$ cat src/rtl/v30mz_pkg.sv
// Shared definitions for the v30mz core and its bus-side responders:
// bus-status codes and the memory responder state encoding.
package v30mz_pkg;

   localparam logic [3:0] BS_CODE_READ = 4'b1001;
   localparam logic [3:0] BS_MEM_READ  = 4'b1010;
   localparam logic [3:0] BS_MEM_WRITE = 4'b1011;
   localparam logic [3:0] BS_PASSIVE   = 4'b1111;

   localparam int unsigned WAIT_CNT_W = 4;

   typedef enum logic [1:0] {
      ST_IDLE    = 2'd0,
      ST_ACCESS  = 2'd1,
      ST_READY   = 2'd2,
      ST_RECOVER = 2'd3
   } resp_state_t;

   // I/O and other codes are served elsewhere and never start a memory access.
   function automatic logic is_mem_cycle(input logic [3:0] bs);
      return (bs == BS_CODE_READ) || (bs == BS_MEM_READ) || (bs == BS_MEM_WRITE);
   endfunction

endpackage

$ cat src/rtl/v30mz_wait_counter.sv
// Wait-state down-counter: loads at the start of an access, decrements
// toward zero, and flags when the minimum wait has elapsed.
module v30mz_wait_counter
   import v30mz_pkg::*;
(
   input  logic                  clk,
   input  logic                  reset,
   input  logic                  load,
   input  logic                  dec,
   input  logic [WAIT_CNT_W-1:0] load_val,
   output logic                  zero
);

   logic [WAIT_CNT_W-1:0] cnt;

   always_ff @(posedge clk) begin
      if (reset) begin
         cnt <= '0;
      end else if (load) begin
         cnt <= load_val;
      end else if (dec && (cnt != '0)) begin
         cnt <= cnt - 1'b1;
      end
   end

   assign zero = (cnt == '0);

endmodule

$ cat src/rtl/v30mz_mem_responder.sv
// Memory bus responder for the v30mz core: runs one request/acknowledge
// access per bus cycle and answers with a single-cycle active-low readyb.
//
// state   | meaning
// IDLE    | waiting for a fetch/read/write status from the core
// ACCESS  | mem_req outstanding and/or wait states still running
// READY   | readyb low for this one cycle, read data on data_in
// RECOVER | waiting for passive status so a stale code cannot retrigger
module v30mz_mem_responder
   import v30mz_pkg::*;
#(
   parameter int unsigned WAIT_STATES = 0
) (
   input  logic        clk,
   input  logic        reset,
   input  logic [19:0] address_out,
   input  logic [3:0]  bus_status,
   input  logic        bhe_n,
   input  logic [15:0] wdata,
   output logic        readyb,
   output logic [15:0] data_in,
   output logic        mem_req,
   output logic        mem_we,
   output logic [18:0] mem_addr,
   output logic [1:0]  mem_be,
   output logic [15:0] mem_wdata,
   input  logic        mem_ack,
   input  logic [15:0] mem_rdata
);

   resp_state_t state, state_nxt;

   logic        ack_seen;
   logic [15:0] rdata_q;
   logic        cnt_zero;
   logic        accept;
   logic        ack_hit;
   logic        done;

   v30mz_wait_counter u_wait_counter (
      .clk      (clk),
      .reset    (reset),
      .load     (accept),
      .dec      (state == ST_ACCESS),
      .load_val (WAIT_CNT_W'(WAIT_STATES)),
      .zero     (cnt_zero)
   );

   always_ff @(posedge clk) begin
      if (reset) begin
         state <= ST_IDLE;
      end else begin
         state <= state_nxt;
      end
   end

   always_comb begin
      state_nxt = state;
      unique case (state)
         ST_IDLE:    if (is_mem_cycle(bus_status)) state_nxt = ST_ACCESS;
         ST_ACCESS:  if (done) state_nxt = ST_READY;
         ST_READY:   state_nxt = ST_RECOVER;
         ST_RECOVER: if (bus_status == BS_PASSIVE) state_nxt = ST_IDLE;
         default:    state_nxt = ST_IDLE;
      endcase
   end

   // Acks outside an outstanding request (stray or post-reset) are dropped here.
   always_comb begin
      accept  = (state == ST_IDLE) && is_mem_cycle(bus_status);
      ack_hit = (state == ST_ACCESS) && mem_req && mem_ack;
      done    = (state == ST_ACCESS) && (ack_seen || ack_hit) && cnt_zero;
      readyb  = (state != ST_READY);
   end

   always_ff @(posedge clk) begin
      if (reset) begin
         data_in   <= '0;
         mem_req   <= 1'b0;
         mem_we    <= 1'b0;
         mem_addr  <= '0;
         mem_be    <= '0;
         mem_wdata <= '0;
         ack_seen  <= 1'b0;
         rdata_q   <= '0;
      end else begin
         if (accept) begin
            mem_req   <= 1'b1;
            mem_we    <= (bus_status == BS_MEM_WRITE);
            mem_addr  <= address_out[19:1];
            mem_be    <= (bus_status == BS_MEM_WRITE) ? {~bhe_n, ~address_out[0]} : 2'b11;
            mem_wdata <= wdata;
            ack_seen  <= 1'b0;
         end
         if (ack_hit) begin
            mem_req  <= 1'b0;
            ack_seen <= 1'b1;
            if (!mem_we) rdata_q <= mem_rdata;
         end
         if (done && !mem_we) begin
            data_in <= ack_hit ? mem_rdata : rdata_q;
         end
      end
   end

endmodule
$ cat config.mk
export PLATFORM = sky130hd
export DESIGN_NAME = v30mz_mem_responder
export DESIGN_NICKNAME = d
export VERILOG_FILES = /design/src/rtl/v30mz_pkg.sv /design/src/rtl/v30mz_wait_counter.sv /design/src/rtl/v30mz_mem_responder.sv
export SDC_FILE = /design/constraint.sdc
export NUM_CORES = 1
export LEC_CHECK = 0
export BUFFER_PORTS_ARGS = -buffer_cell sky130_fd_sc_hd__buf_2
export CORE_MARGIN = 4
export CORE_UTILIZATION = 44
export CTS_CLUSTER_SIZE = 28
export DETAILED_ROUTE_END_ITERATION = 16
export PLACE_DENSITY = 0.84
export REMOVE_ABC_BUFFERS = 1
export SYNTH_ARGS = -nofsm -noshare
export SYNTH_HDL_FRONTEND = slang
export SYNTH_HIERARCHICAL = 1
export SYNTH_SLANG_ARGS = --single-unit
export TNS_END_PERCENT = 10
$ cat constraint.sdc
create_clock -name clk -period 2.7 [get_ports clk]
set_input_delay 0.405 -clock clk [delete_from_list [all_inputs] [get_ports clk]]
set_output_delay 0.405 -clock clk [all_outputs]
set_load 0.1 [all_outputs]
**After elaboration in Yosys (flattened, before gate mapping)**

Index checks and enable logic that the tools add are counted.

- Register bits: 78
- Bits in latches: 0
- Memory bits (writable): 0
- Bits in read-only memories: 0
- Bits of input ports: 60
- Output and inout bits: 56
- Memories kept: 0

- $add $sub $neg: 1
- Multiply operators: 0
- Divide/modulo/power cells: 0
- Magnitude comparators: 0
- Equal/unequal tests: 11
- Shift-type cells: 0
- Muxes and demuxes: 8
- Bitwise operators: 3
- Reductions and logical operators: 19

Operators with widths:

| operator | count |
|---|---|
| $eq A4 B4 Y1 const B | 4 |
| $mux W16 | 1 |
| $mux W2 | 4 |
| $pmux W2 S4 | 1 |
| $logic_and A1 B1 Y1 | 7 |
| $ne A2 B2 Y1 const B | 3 |
| $eq A2 B2 Y1 const B | 2 |
| $logic_not A4 Y1 | 1 |
| $reduce_bool A4 Y1 | 1 |
| $reduce_or A2 Y1 | 2 |
| $sub A4 B1 Y4 const B | 1 |
| $logic_or A1 B1 Y1 | 3 |
| $not A1 Y1 | 3 |
| $reduce_and A3 Y1 | 1 |
| $eq A2 B1 Y1 const B | 1 |
| $logic_not A2 Y1 | 1 |
| $mux W1 | 2 |
| $ne A2 B1 Y1 const B | 1 |
| $reduce_and A2 Y1 | 1 |
| $reduce_bool A2 Y1 | 1 |
| $logic_not A1 Y1 | 1 |

**Logic depth before layout (Yosys ltp)**

- Word-level depth: 8
- Gate-level depth with buffers: 9
- Mapped depth without buffers: 8

**Hierarchy**

The synthesis kept the hierarchy.

Modules (own cells, without submodules):

| module | times used | cells an instance | area each (sq um) |
|---|---|---|---|
| v30mz_mem_responder | 1 | 345 | 2907.8 |
| v30mz_wait_counter | 1 | 29 | 262.8 |

**Worst setup path before layout**

Ideal clock, no wire load.

- Path kind: reg2reg
- Start point: reg mem_req
- End point: reg rdata_q[10]
- Arrival time: 1931 ps
- Setup slack: 637 ps
- Stages on the path, launching flop included: 7
- Clock period less this slack: 2063 ps
- Cell sequence: dfxtp_1 -> nand2_1 -> or3_1 -> clkbuf_1 -> buf_2 -> nand2_1 -> a21oi_1

- Cells in the longest elaborated chain, start to end: 3

Ends and longest elaborated chain:

| element | RTL line | source |
|---|---|---|
| start: declaration | v30mz_mem_responder.sv:22 | `output logic mem_req,` |
| start signal: assignment | v30mz_mem_responder.sv:79 | `mem_req <= 1'b0;` |
| start signal: assignment | v30mz_mem_responder.sv:88 | `mem_req <= 1'b1;` |
| start signal: assignment | v30mz_mem_responder.sv:96 | `mem_req <= 1'b0;` |
| $logic_and A1 B1 Y1 (2 in series) | v30mz_mem_responder.sv:71 | `ack_hit = (state == ST_ACCESS) && mem_req && mem_ack;` |
| $reduce_and A2 Y1 (no line) | - |  |
| end signal: assignment | v30mz_mem_responder.sv:98 | `if (!mem_we) rdata_q <= mem_rdata;` |
| end: declaration | v30mz_mem_responder.sv:34 | `logic [15:0] rdata_q;` |

No other way between the ends.
A chain may end at the register's enable or synchronous reset.

**Final worst setup path**

- Start point: reg u_wait_counter.cnt[1]
- End point: reg data_in[11]

- Cells in the longest elaborated chain, start to end: 3

Ends and longest elaborated chain:

| element | RTL line | source |
|---|---|---|
| start: declaration | v30mz_wait_counter.sv:14 | `logic [WAIT_CNT_W-1:0] cnt;` |
| start signal: assignment | v30mz_wait_counter.sv:20 | `cnt <= load_val;` |
| start signal: assignment | v30mz_wait_counter.sv:22 | `cnt <= cnt - 1'b1;` |
| $logic_not A4 Y1 | v30mz_wait_counter.sv:26 | `assign zero = (cnt == '0);` |
| named net cnt_zero | v30mz_mem_responder.sv:35 | `logic cnt_zero;` |
| $logic_and A1 B1 Y1 | v30mz_mem_responder.sv:72 | `done = (state == ST_ACCESS) && (ack_seen \|\| ack_hit) && cnt_zero;` |
| $logic_and A1 B1 Y1 | v30mz_mem_responder.sv:100 | `if (done && !mem_we) begin` |
| end signal: assignment | v30mz_mem_responder.sv:101 | `data_in <= ack_hit ? mem_rdata : rdata_q;` |
| end: declaration | v30mz_mem_responder.sv:21 | `output logic [15:0] data_in,` |

The timed path passes the listed nets, and every way through them passes these cells.

==> results.sh <==
export IMPL_status="finished clean"
export IMPL_io_buffers=115
export IMPL_dieHeight_um=92.9
export IMPL_syn_area_per_cell_sq_um=8.48
export IMPL_grtUsageMet2_pct=29.6
export IMPL_grt_max_degree=38
export IMPL_track_usage_pct=17.2
export IMPL_cts_htree_levels=3
export IMPL_first_pass_iters=4
export IMPL_worstPathArrival_ns=2.34
export IMPL_setup_viol_count_final=0
export IMPL_crit_fanout=32
export IMPL_n_antenna_cell=0
export IMPL_clk_latency_ns=0.33
export IMPL_cp_slowest_stage_delay_ns=0.44
export IMPL_post_synth_top_count_cell="nand2_1"
export IMPL_path_cells="inv_1, ha_1, or3b_4, inv_1, and4b_1, buf_4, nor2_1, a211oi_1"
export IMPL_synth_area_sq_um=3170
export IMPL_initial_core_util_pct=45.9
export IMPL_numClockSinks=78
export IMPL_synthTopCellsByArea="dfxtp_1 (49%), nand2_1 (13%), a21oi_1 (8.5%), mux2i_1 (5.4%), a211oi_1 (4.0%)"
export IMPL_use_met3_pct=4.71
export IMPL_die_area_sq_um=8630
export IMPL_postCtsResizedCells=0
export IMPL_io_pins=116
export IMPL_die_x_um=92.9
export IMPL_clk_pin_slew_ns=0.08
export IMPL_period_needed_ns=2.09
export IMPL_irDropWorstVdd_mv=0.308
export IMPL_busiest_layer="met2"
export IMPL_max_cap_viol_count=0
export IMPL_place_ws_ns=0.606
export IMPL_clk_path_buf_depth=2
export IMPL_synth_yosys_warnings=6
export IMPL_ys_types=35
export IMPL_finalHoldViolCount=0
export IMPL_wl_per_cell_um=12.9
export IMPL_tns_ns=0
export IMPL_synth_edff_count=0
export IMPL_cts_setup_buffers=0
export IMPL_overflow=0
export IMPL_fmax_ghz=0.478
export IMPL_worst_path_max_delay_cell="or3b_4"
export IMPL_seq_area_frac_synth_pct=49.3
export IMPL_nets=551
export IMPL_setup_ws_ns=0.610
export IMPL_rsz0062_at_grt="no"
export IMPL_cellPowerDensity_nw_per_um2=836
export IMPL_cp_startpoint="u_wait_counter/cnt[1]"
export IMPL_async_flop_share_pct=0
export IMPL_path_class="reg -> reg"
export IMPL_route_detailed_drc=0
export IMPL_drt_iter0_drc=76
export IMPL_detailed_place_hpwl_mm=5.44
export IMPL_tightest_slew_ns=0.637
export IMPL_antenna_found_initial=0
export IMPL_start_kind="flop"
export IMPL_period_share_pct=77.4
export IMPL_ys_flop_type="dfxtp_1"
export IMPL_cts_buffers=9
export IMPL_vias=2870
export IMPL_syn2layout_area_growth_pct=26.7
export IMPL_min_from="address_out[0]"
export IMPL_grt_pass1_vias=2734
export IMPL_gp_congestion=0.804
export IMPL_hp_class="in -> reg"
export IMPL_skew_ns=0.00544
export IMPL_slew_violations=0
export IMPL_cp_required_ns=2.95
export IMPL_postCtsHoldBufs=0
export IMPL_rows=30
export IMPL_antenna_left=0
export IMPL_postSynthCellCount=374
export IMPL_yosys_area_top_type="dfxtp_1"
export IMPL_drive_gt1_share_pct=30.2
export IMPL_wl_mm=7.54
export IMPL_max_slew_margin_pct=57.5
export IMPL_instances_no_fill=586
export IMPL_ys_seq_elements=78
export IMPL_path_common_cell="inv_1"
export IMPL_end_kind="flop"
export IMPL_place_inst=570
export IMPL_rr_startpoint="u_wait_counter/cnt[1]"
export IMPL_global_route_usage_met1_pct=20.5
export IMPL_synthTopCellsByCount="nand2_1 (110), dfxtp_1 (78), a21oi_1 (54), nor2_1 (27)"
export IMPL_routed_via_density=4.90
export IMPL_core_area_sq_um=6910
export IMPL_cts_root_buf="clkbuf_8"
export IMPL_leakage_nw=1.79
export IMPL_yosysTopAreaCellShare_pct=49.3
export IMPL_cts_tree="yes"
export IMPL_grt_pass1_wl_mm=12.1
-- power by group --
part / switching, mW / internal, mW
clock: 0.427 / 0.550
combinational: 0.812 / 0.263
sequential: 0.0606 / 1.24
total: 1.30 / 2.06
-- per-layer routing --
layer / part of all wire (%) / up-vias
met5: 0 / -
met4: 1.1 / 0
met3: 8.4 / 7
met2: 45 / 105
met1: 45 / 1280
li1: - / 1478
-- placed cells by master (no fill, tap or decap), types with 6 or more instances in the layout --
cell	n
clkbuf_8	10
nand2_1	110
ha_1	6
a211oi_1	17
mux2i_1	17
nor2_1	27
dfxtp_1	78
buf_4	7
inv_1	7
a311oi_1	6
buf_2	115
a21oi_1	54
-- flip-flops by register name, indices dropped and copies added (netlist names) --
name / flops
mem_addr: 19
data_in: 16
mem_wdata: 16
rdata_q: 16
u_wait_counter/cnt: 4
mem_be: 2
state: 2
ack_seen: 1
mem_req: 1
mem_we: 1
-- critical path: cells and delay by family (launching register included) --
family	cells	cell delay [ns]
simple gates	3	0.71
fa+ha+maj	1	0.23
flops	1	0.33
buf+inv	3	0.51
compound gates	1	0.22
-- final cells by class --
| cell class | instances | area [sq um] |
|---|---|---|
| Timing Repair Buffer | 122 | 628 |
| Clock buffer | 10 | 138 |
| Multi-Input combinational cell | 265 | 1440 |
| Tap cell | 96 | 120 |
| Clock inverter | 6 | 92.6 |
| Fill cell | 648 | 2890 |
| Sequential cell | 78 | 1560 |
| Inverter | 9 | 33.8 |
-- worst paths after layout --
kind / endpoint / slack [ns] / depth (start not counted)
worst max register to register: data_in[11] / 0.61 / 8
worst min-delay path: mem_be[0] / 0.25 / 2
worst min register to register: mem_wdata[6] / 0.45 / 2
worst max-delay path: data_in[11] / 0.61 / 8
-- metrics by stage --
stage / area (sq um) / utilization [%] / total power, mW / hold slack, ns
after floorplan: 3040 / - / 2.17 / 0.430
after global placement: 3790 / 54.8 / 2.38 / 0.438
after detailed placement: 3790 / 54.8 / 2.41 / 0.443
after CTS: 4020 / 58.2 / 3.39 / 0.231
after global routing: 4020 / 58.2 / 3.53 / 0.237
final: 4020 / 58.2 / 3.36 / 0.251
-- logic make-up (layout without fill, tap and decap cells) --
family	after synthesis	after routing	share of synthesized area (%)
mux	17	17	5.37
compound gates	84	84	16.8
buf+inv	34	147	5.56
fa+ha+maj	6	6	2.37
flops	78	78	49.3
other cells	1	4	0.118
simple gates	154	154	20.6
Power figures use the tool's default switching activity.
